<file path="src/rtl/branch_resolve_unit_pkg.sv">
// Shared widths, queue-entry layout and the PC increment for the branch resolve unit.
package branch_resolve_unit_pkg;

  localparam int WIDTH_PC = 32;

  // Entry layout, LSB first: predicted target, effective taken, branch PC.
  localparam int ENT_TGT_BIT   = 0;
  localparam int ENT_TAKEN_BIT = WIDTH_PC;
  localparam int ENT_PC_BIT    = WIDTH_PC + 1;
  localparam int ENT_WIDTH     = 2 * WIDTH_PC + 1;

  localparam logic [WIDTH_PC-1:0] PC_INC = WIDTH_PC'(4);

  typedef logic [WIDTH_PC-1:0] pc_t;

  typedef struct packed {
    pc_t  pc;
    logic taken;
    pc_t  tgt;
  } ent_t;

endpackage

</file>
<file path="src/rtl/branch_resolve_unit_if.sv">
// Prediction, resolution and update/redirect bundle; stats signals exist only with BRU_STATS_EN.
interface branch_resolve_unit_if;
  import branch_resolve_unit_pkg::*;

  logic pred_valid;
  pc_t  pred_pc;
  logic pred_hit;
  logic pred_taken;
  pc_t  pred_target;
  logic pred_ready;

  logic res_valid;
  logic res_taken;
  pc_t  res_target;

  logic upd_valid;
  logic upd_wrong;
  pc_t  upd_pc;
  pc_t  upd_target;

  logic redirect_valid;
  pc_t  redirect_pc;
  logic flush;
  logic underflow_err;

`ifdef BRU_STATS_EN
  logic [31:0] stat_branches;
  logic [31:0] stat_mispredicts;
`endif

  modport master (
    output pred_valid, pred_pc, pred_hit, pred_taken, pred_target,
    input  pred_ready,
    output res_valid, res_taken, res_target,
    input  upd_valid, upd_wrong, upd_pc, upd_target,
    input  redirect_valid, redirect_pc, flush, underflow_err
`ifdef BRU_STATS_EN
    , input stat_branches, stat_mispredicts
`endif
  );

  modport slave (
    input  pred_valid, pred_pc, pred_hit, pred_taken, pred_target,
    output pred_ready,
    input  res_valid, res_taken, res_target,
    output upd_valid, upd_wrong, upd_pc, upd_target,
    output redirect_valid, redirect_pc, flush, underflow_err
`ifdef BRU_STATS_EN
    , output stat_branches, stat_mispredicts
`endif
  );

endinterface

</file>
<file path="src/rtl/branch_resolve_unit_pred_fifo.sv">
// Generic DEPTH x W FIFO with synchronous clear; head is a combinational read of the oldest entry.
// A push while full is taken only if a pop frees the slot in the same cycle.
module bru_pred_fifo #(
  parameter int DEPTH = 4,
  parameter int PTR_W = 2,
  parameter int W     = 8
) (
  input  logic         clk,
  input  logic         rst_n,
  input  logic         push,
  input  logic [W-1:0] push_dat,
  input  logic         pop,
  input  logic         clear,
  output logic [W-1:0] head_dat,
  output logic         full,
  output logic         empty
);

  localparam logic [PTR_W:0]   FULL_CNT = (PTR_W+1)'(DEPTH);
  localparam logic [PTR_W:0]   CNT_ONE  = (PTR_W+1)'(1);
  localparam logic [PTR_W-1:0] PTR_ONE  = PTR_W'(1);

  logic [W-1:0]     mem [DEPTH];
  logic [PTR_W-1:0] rd_ptr;
  logic [PTR_W-1:0] wr_ptr;
  logic [PTR_W:0]   count;
  logic             do_push;
  logic             do_pop;

  assign full     = (count == FULL_CNT);
  assign empty    = (count == '0);
  assign do_pop   = pop & ~empty & ~clear;
  assign do_push  = push & (~full | do_pop) & ~clear;
  assign head_dat = mem[rd_ptr];

  always_ff @(posedge clk) begin
    if (do_push) mem[wr_ptr] <= push_dat;
  end

  always_ff @(posedge clk or negedge rst_n) begin
    if (!rst_n) begin
      rd_ptr <= '0;
      wr_ptr <= '0;
      count  <= '0;
    end else if (clear) begin
      rd_ptr <= wr_ptr;
      count  <= '0;
    end else begin
      if (do_push) wr_ptr <= wr_ptr + PTR_ONE;
      if (do_pop)  rd_ptr <= rd_ptr + PTR_ONE;
      case ({do_push, do_pop})
        2'b10:   count <= count + CNT_ONE;
        2'b01:   count <= count - CNT_ONE;
        default: count <= count;
      endcase
    end
  end

endmodule

</file>
<file path="src/rtl/branch_resolve_unit.sv">
// Tracks in-flight branch predictions, compares against EX outcome; update/redirect/flush registered 1 cycle after res_valid.
// pred_ready drops when the queue is full; optional counters under BRU_STATS_EN.
module branch_resolve_unit
  import branch_resolve_unit_pkg::*;
#(
  parameter int DEPTH = 4,
  parameter int PTR_W = 2
) (
  input  logic                 clk,
  input  logic                 rst_n,
  branch_resolve_unit_if.slave bus
);

  ent_t head;
  ent_t push_ent;
  logic [ENT_WIDTH-1:0] head_raw;
  logic full;
  logic empty;
  logic pop_en;
  logic push_en;
  logic wrong;

  logic upd_valid_q;
  logic upd_wrong_q;
  pc_t  upd_pc_q;
  pc_t  upd_target_q;
  logic redirect_valid_q;
  pc_t  redirect_pc_q;
  logic flush_q;
  logic underflow_q;

  // The flush cycle belongs to the wrong path: neither side may touch the queue.
  assign pop_en  = bus.res_valid & ~empty & ~flush_q;
  assign push_en = bus.pred_valid & ~flush_q;

  assign push_ent = '{pc:    bus.pred_pc,
                      taken: bus.pred_hit & bus.pred_taken,
                      tgt:   bus.pred_target};
  assign head = ent_t'(head_raw);

  bru_pred_fifo #(
    .DEPTH (DEPTH),
    .PTR_W (PTR_W),
    .W     (ENT_WIDTH)
  ) u_fifo (
    .clk      (clk),
    .rst_n    (rst_n),
    .push     (push_en),
    .push_dat (push_ent),
    .pop      (pop_en),
    .clear    (flush_q),
    .head_dat (head_raw),
    .full     (full),
    .empty    (empty)
  );

  // Target only matters when both sides agree the branch was taken.
  assign wrong = (head.taken != bus.res_taken) |
                 (bus.res_taken & head.taken & (head.tgt != bus.res_target));

  always_ff @(posedge clk or negedge rst_n) begin
    if (!rst_n) begin
      upd_valid_q      <= 1'b0;
      upd_wrong_q      <= 1'b0;
      upd_pc_q         <= '0;
      upd_target_q     <= '0;
      redirect_valid_q <= 1'b0;
      redirect_pc_q    <= '0;
      flush_q          <= 1'b0;
      underflow_q      <= 1'b0;
    end else begin
      upd_valid_q      <= pop_en;
      upd_wrong_q      <= pop_en & wrong;
      upd_pc_q         <= pop_en ? head.pc : '0;
      upd_target_q     <= pop_en ? bus.res_target : '0;
      redirect_valid_q <= pop_en & wrong;
      flush_q          <= pop_en & wrong;
      if (pop_en & wrong)
        redirect_pc_q <= bus.res_taken ? bus.res_target : head.pc + PC_INC;
      else
        redirect_pc_q <= '0;
      if (bus.res_valid & empty & ~flush_q)
        underflow_q <= 1'b1;
    end
  end

  assign bus.pred_ready     = ~full;
  assign bus.upd_valid      = upd_valid_q;
  assign bus.upd_wrong      = upd_wrong_q;
  assign bus.upd_pc         = upd_pc_q;
  assign bus.upd_target     = upd_target_q;
  assign bus.redirect_valid = redirect_valid_q;
  assign bus.redirect_pc    = redirect_pc_q;
  assign bus.flush          = flush_q;
  assign bus.underflow_err  = underflow_q;

`ifdef BRU_STATS_EN
  logic [31:0] br_cnt;
  logic [31:0] mp_cnt;

  always_ff @(posedge clk or negedge rst_n) begin
    if (!rst_n) begin
      br_cnt <= '0;
      mp_cnt <= '0;
    end else begin
      if (upd_valid_q && br_cnt != '1) br_cnt <= br_cnt + 32'd1;
      if (upd_wrong_q && mp_cnt != '1) mp_cnt <= mp_cnt + 32'd1;
    end
  end

  assign bus.stat_branches    = br_cnt;
  assign bus.stat_mispredicts = mp_cnt;
`endif

endmodule
</file>
<file path="src/flat_wrapper.sv">
// flat-port wrapper written by rule: the top's interface ports become plain ports
module branch_resolve_unit_flat import branch_resolve_unit_pkg::*;
#(
  parameter int DEPTH = 4,
  parameter int PTR_W = 2
)
  (clk, rst_n, bus_pred_valid, bus_pred_pc, bus_pred_hit, bus_pred_taken, bus_pred_target, bus_pred_ready, bus_res_valid, bus_res_taken, bus_res_target, bus_upd_valid, bus_upd_wrong, bus_upd_pc, bus_upd_target, bus_redirect_valid, bus_redirect_pc, bus_flush, bus_underflow_err);
  branch_resolve_unit_if bus_i ();
  input  logic clk;
  input  logic rst_n;
  input wire logic [$bits(bus_i.pred_valid)-1:0] bus_pred_valid;
  input wire logic [$bits(bus_i.pred_pc)-1:0] bus_pred_pc;
  input wire logic [$bits(bus_i.pred_hit)-1:0] bus_pred_hit;
  input wire logic [$bits(bus_i.pred_taken)-1:0] bus_pred_taken;
  input wire logic [$bits(bus_i.pred_target)-1:0] bus_pred_target;
  output wire logic [$bits(bus_i.pred_ready)-1:0] bus_pred_ready;
  input wire logic [$bits(bus_i.res_valid)-1:0] bus_res_valid;
  input wire logic [$bits(bus_i.res_taken)-1:0] bus_res_taken;
  input wire logic [$bits(bus_i.res_target)-1:0] bus_res_target;
  output wire logic [$bits(bus_i.upd_valid)-1:0] bus_upd_valid;
  output wire logic [$bits(bus_i.upd_wrong)-1:0] bus_upd_wrong;
  output wire logic [$bits(bus_i.upd_pc)-1:0] bus_upd_pc;
  output wire logic [$bits(bus_i.upd_target)-1:0] bus_upd_target;
  output wire logic [$bits(bus_i.redirect_valid)-1:0] bus_redirect_valid;
  output wire logic [$bits(bus_i.redirect_pc)-1:0] bus_redirect_pc;
  output wire logic [$bits(bus_i.flush)-1:0] bus_flush;
  output wire logic [$bits(bus_i.underflow_err)-1:0] bus_underflow_err;
  assign bus_i.pred_valid = bus_pred_valid;
  assign bus_i.pred_pc = bus_pred_pc;
  assign bus_i.pred_hit = bus_pred_hit;
  assign bus_i.pred_taken = bus_pred_taken;
  assign bus_i.pred_target = bus_pred_target;
  assign bus_pred_ready = bus_i.pred_ready;
  assign bus_i.res_valid = bus_res_valid;
  assign bus_i.res_taken = bus_res_taken;
  assign bus_i.res_target = bus_res_target;
  assign bus_upd_valid = bus_i.upd_valid;
  assign bus_upd_wrong = bus_i.upd_wrong;
  assign bus_upd_pc = bus_i.upd_pc;
  assign bus_upd_target = bus_i.upd_target;
  assign bus_redirect_valid = bus_i.redirect_valid;
  assign bus_redirect_pc = bus_i.redirect_pc;
  assign bus_flush = bus_i.flush;
  assign bus_underflow_err = bus_i.underflow_err;
  branch_resolve_unit #(.DEPTH(DEPTH), .PTR_W(PTR_W)) u_core (.clk(clk), .rst_n(rst_n), .bus(bus_i));
endmodule
</file>
<file path="config.mk">
export PLATFORM = sky130hd
export DESIGN_NAME = branch_resolve_unit_flat
export DESIGN_NICKNAME = d
export VERILOG_FILES = /design/src/rtl/branch_resolve_unit_pkg.sv /design/src/rtl/branch_resolve_unit_if.sv /design/src/rtl/branch_resolve_unit_pred_fifo.sv /design/src/rtl/branch_resolve_unit.sv /design/src/flat_wrapper.sv
export SDC_FILE = /design/constraint.sdc
export NUM_CORES = 1
export LEC_CHECK = 0
export ABC_AREA = 1
export CELL_PAD_IN_SITES_DETAIL_PLACEMENT = 1
export CELL_PAD_IN_SITES_GLOBAL_PLACEMENT = 2
export CORE_MARGIN = 3
export CORE_UTILIZATION = 29
export CTS_CLUSTER_SIZE = 30
export DETAILED_ROUTE_END_ITERATION = 12
export PLACE_DENSITY_LB_ADDON = 0.1
export SYNTH_ARGS = -nofsm -noshare
export SYNTH_HDL_FRONTEND = slang
export SYNTH_SLANG_ARGS = --single-unit
</file>
<file path="constraint.sdc">
create_clock -name clk -period 5.2 [get_ports clk]
set_input_delay 1.04 -clock clk [delete_from_list [all_inputs] [get_ports clk]]
set_output_delay 1.04 -clock clk [all_outputs]
set_load 0.05 [all_outputs]
</file>
==> results.py <==
metrics = {
    "worst_setup_path": {
        "critPathTopFamily": "buffers and inverters",
        "critPathSlowestCell": "clkinv_2",
        "worst-path-buf-inv": 4,
        "cp.required_ns": 5.63,
        "crit_type": "input port to flip-flop",
        "path_common_cell": "o21ai_0",
        "cp_max_fo": 36,
        "slowest_delay_ns": 0.71,
        "arrival_ns": 3.95,
        "crit_chain": "clkdlybuf4s50_1 > inv_1 > nor3_2 > clkinv_2 > buf_4 > o21ai_0 > o21ai_0",
        "setup.worst_path.start_class": "input port",
        "end_kind": "flip-flop",
    },
    "logic_synthesis": {
        "synthCells": 1437,
        "synth_top_cell_by_area": "edfxtp_1",
        "synth_commonest_cells": "nand2_1, edfxtp_1, nand3_1, nor2_1, dfrtp_1",
        "yosysWarnings": 0,
        "synth_edf_count": 260,
        "synth_nets": 1548,
        "syn_area_per_cell_sq_um": 10.5,
        "yosys-top-cells-area": "edfxtp_1, dfrtp_1, nand2_1, nand3_1, nor2_1",
        "synth-async-reset-ratio_pct": 29.0,
        "syn-cell-area_sq_um": 15100,
        "ys_seq_area_share_pct": 69.1,
        "synth_cell_types": 33,
        "yosysMostFrequentCell": "nand2_1",
        "synthFlopType": "edfxtp_1",
        "ys_seq_elements": 366,
        "yosys.area.top_type_share_pct": 51.6,
    },
    "route": {
        "drc": 0,
        "drt-initial-drc-count": 535,
        "wl_per_cell_microns": 21.7,
        "wl_microns": 51100,
        "firstDrtPassIters": 5,
        "via_per_inst": 4.58,
        "vias": 10800,
        "postRouteAntennaNets": 0,
    },
    "place": {
        "place_hpwl_microns": 33300,
        "dp_cells": 2277,
        "port-buffer-count": 204,
        "gp_congestion": 0.766,
    },
    "sta": {
        "slew_violations": 0,
        "fin_crit_ns": 3.53,
        "rsz0062_at_grt": "no",
        "tightestPinTransition_ns": 1.21,
        "tns_ns": 0,
        "setup_viol": 0,
        "max_slew_margin_pct": 19.4,
        "period_share_pct": 67.9,
        "fmax_mhz": 283,
        "clock_skew_ns": 0.0267,
        "hold_viol_final": 0,
    },
    "global_routing": {
        "grt.total_usage_pct": 18.6,
        "antenna_found_initial": 0,
        "grt_max_degree": 130,
        "grt_pass1_wl_microns": 74400,
        "grt_pass1_vias": 11300,
        "overflow": 0,
    },
    "layout": {
        "fin_util_pct": 37.5,
        "drive_gt1_share_pct": 6.09,
        "area_growth_pct": 27.6,
        "nets": 1753,
        "num_antenna_cells": 0,
        "layoutNonFillerInstCount": 2356,
    },
    "flow_run": {
        "max-cap-violations": 0,
    },
    "clocking": {
        "clk_latency_ns": 0.57,
        "cts_hold_buf": 0,
        "cts_resized": 0,
        "cts_post_setup_buffers_inserted": 0,
        "clockBufferDepth": 3,
        "cts_sinks": 366,
        "htreeDepth": 2,
        "cts_root_buf": "clkbuf_16",
        "cts_tree": "yes",
        "path_clk_slew_ns": 0.05,
        "cts-buffers-inserted": 43,
    },
    "pwr": {
        "power_mw": 12.2,
        "p_leak_nw": 7.81,
        "vdd_ir_drop_max_mv": 0.354,
        "powerDensity_nw_per_um2": 633,
    },
    "floorplan": {
        "core_sq_um": 51500,
        "die_x_microns": 234,
        "die-area_sq_um": 55000,
        "row_count": 83,
        "die_y_microns": 234,
        "boundaryPins": 205,
        "start_util_pct": 29.4,
    },
    "worst_hold_path": {
        "hold_path_class": "flip-flop to flip-flop",
    },
    "status": {
        "status": "completed",
    },
}
state kept, by name, summed over array words and instances (netlist names):
register                  count
u_core.bus.underflow_err      1
u_core.u_fifo.count           3
u_core.bus.upd_valid          1
u_core.bus.upd_target        32
u_core.bus.redirect_pc       32
u_core.u_fifo.wr_ptr          2
u_core.bus.upd_wrong          1
u_core.u_fifo.mem           260
u_core.u_fifo.rd_ptr          2
u_core.bus.upd_pc            32
where the power goes:
part	switching [mW]	total [mW]	internal, mW
Clock	1.18	2.88	1.70
Combinational	3.82	5.22	1.40
Sequential	0.263	4.14	3.87
Total	5.26	12.2	6.97
final cells by class:
| class | count | area [sq um] |
|---|---|---|
| Clock buffer | 68 | 1250 |
| Clock inverter | 11 | 81.3 |
| Fill cell | 5689 | 32200 |
| Inverter | 88 | 334 |
| Multi-Input combinational cell | 922 | 4040 |
| Sequential cell | 366 | 10500 |
| Tap cell | 680 | 851 |
| Timing Repair Buffer | 221 | 2280 |
cell families after synthesis:
logic type	synth area share, %
flops	69.1
simple gates	22.9
xor+xnor	0.810
buf+inv	4.41
fa+ha+maj	0.711
compound gates	2.05
layout by cell type (no fill, tap or decap), types with 2 or more instances in the layout:
cell type	Yosys	layout
o21ai_0	25	25
nand3_1	178	178
buf_4	15	9
clkbuf_16	0	45
o21ai_1	10	10
clkbuf_8	0	4
dfrtp_1	106	104
nor2_4	2	6
a32o_1	2	2
or2_2	2	2
clkinv_2	0	5
nor2_1	161	157
ha_1	7	7
edfxtp_1	260	260
clkdlybuf4s50_1	0	203
nor3_1	7	6
nor2_2	5	5
a21oi_1	8	8
nand2_1	477	477
nand4_1	11	11
inv_1	79	78
o211ai_1	4	4
clkinv_1	0	4
buf_12	0	9
o22ai_1	2	2
xor2_1	11	11
inv_2	9	8
clkbuf_1	17	19
xnor2_1	3	3
final timing paths:
| kind | startpoint | to | slack [ns] | cells past startpoint |
|---|---|---|---|---|
| max in group asynchronous | rst_n | u_core.bus.upd_target[28] | 3.84 | 2 |
| min in group asynchronous | rst_n | u_core.bus.underflow_err | 0.55 | 1 |
| max reg2reg | u_core.u_fifo.rd_ptr[0] | u_core.bus.redirect_pc[16] | 1.77 | 18 |
| min reg2reg | u_core.bus.underflow_err | u_core.bus.underflow_err | 0.48 | 1 |
| min | u_core.bus.underflow_err | u_core.bus.underflow_err | 0.48 | 1 |
| max | bus_res_valid | u_core.u_fifo.rd_ptr[0] | 1.67 | 7 |
through the flow:
| stage | instance area, sq um | hold WS (ns) | worst slack (ns) |
|---|---|---|---|
| 3_3_place_gp | 18000 | 0.457 | 0.265 |
| 4_1_cts | 19300 | 0.477 | 1.57 |
| 3_5_place_dp | 18000 | 0.464 | 0.967 |
| 2_1_floorplan | 15100 | 0.527 | 0.654 |
| 5_1_grt | 19300 | 0.496 | 1.42 |
| 6_report | 19300 | 0.482 | 1.67 |
per-layer routing:
metal	up-vias	global-route usage (%)	wire length (microns)
met5	-	0	0
met4	0	3.69	792
met3	54	3.06	1890
met2	183	31.8	25000
met1	5381	25.0	23300
li1	5173	-	-
Note: power is estimated with default switching activity, not from simulation.
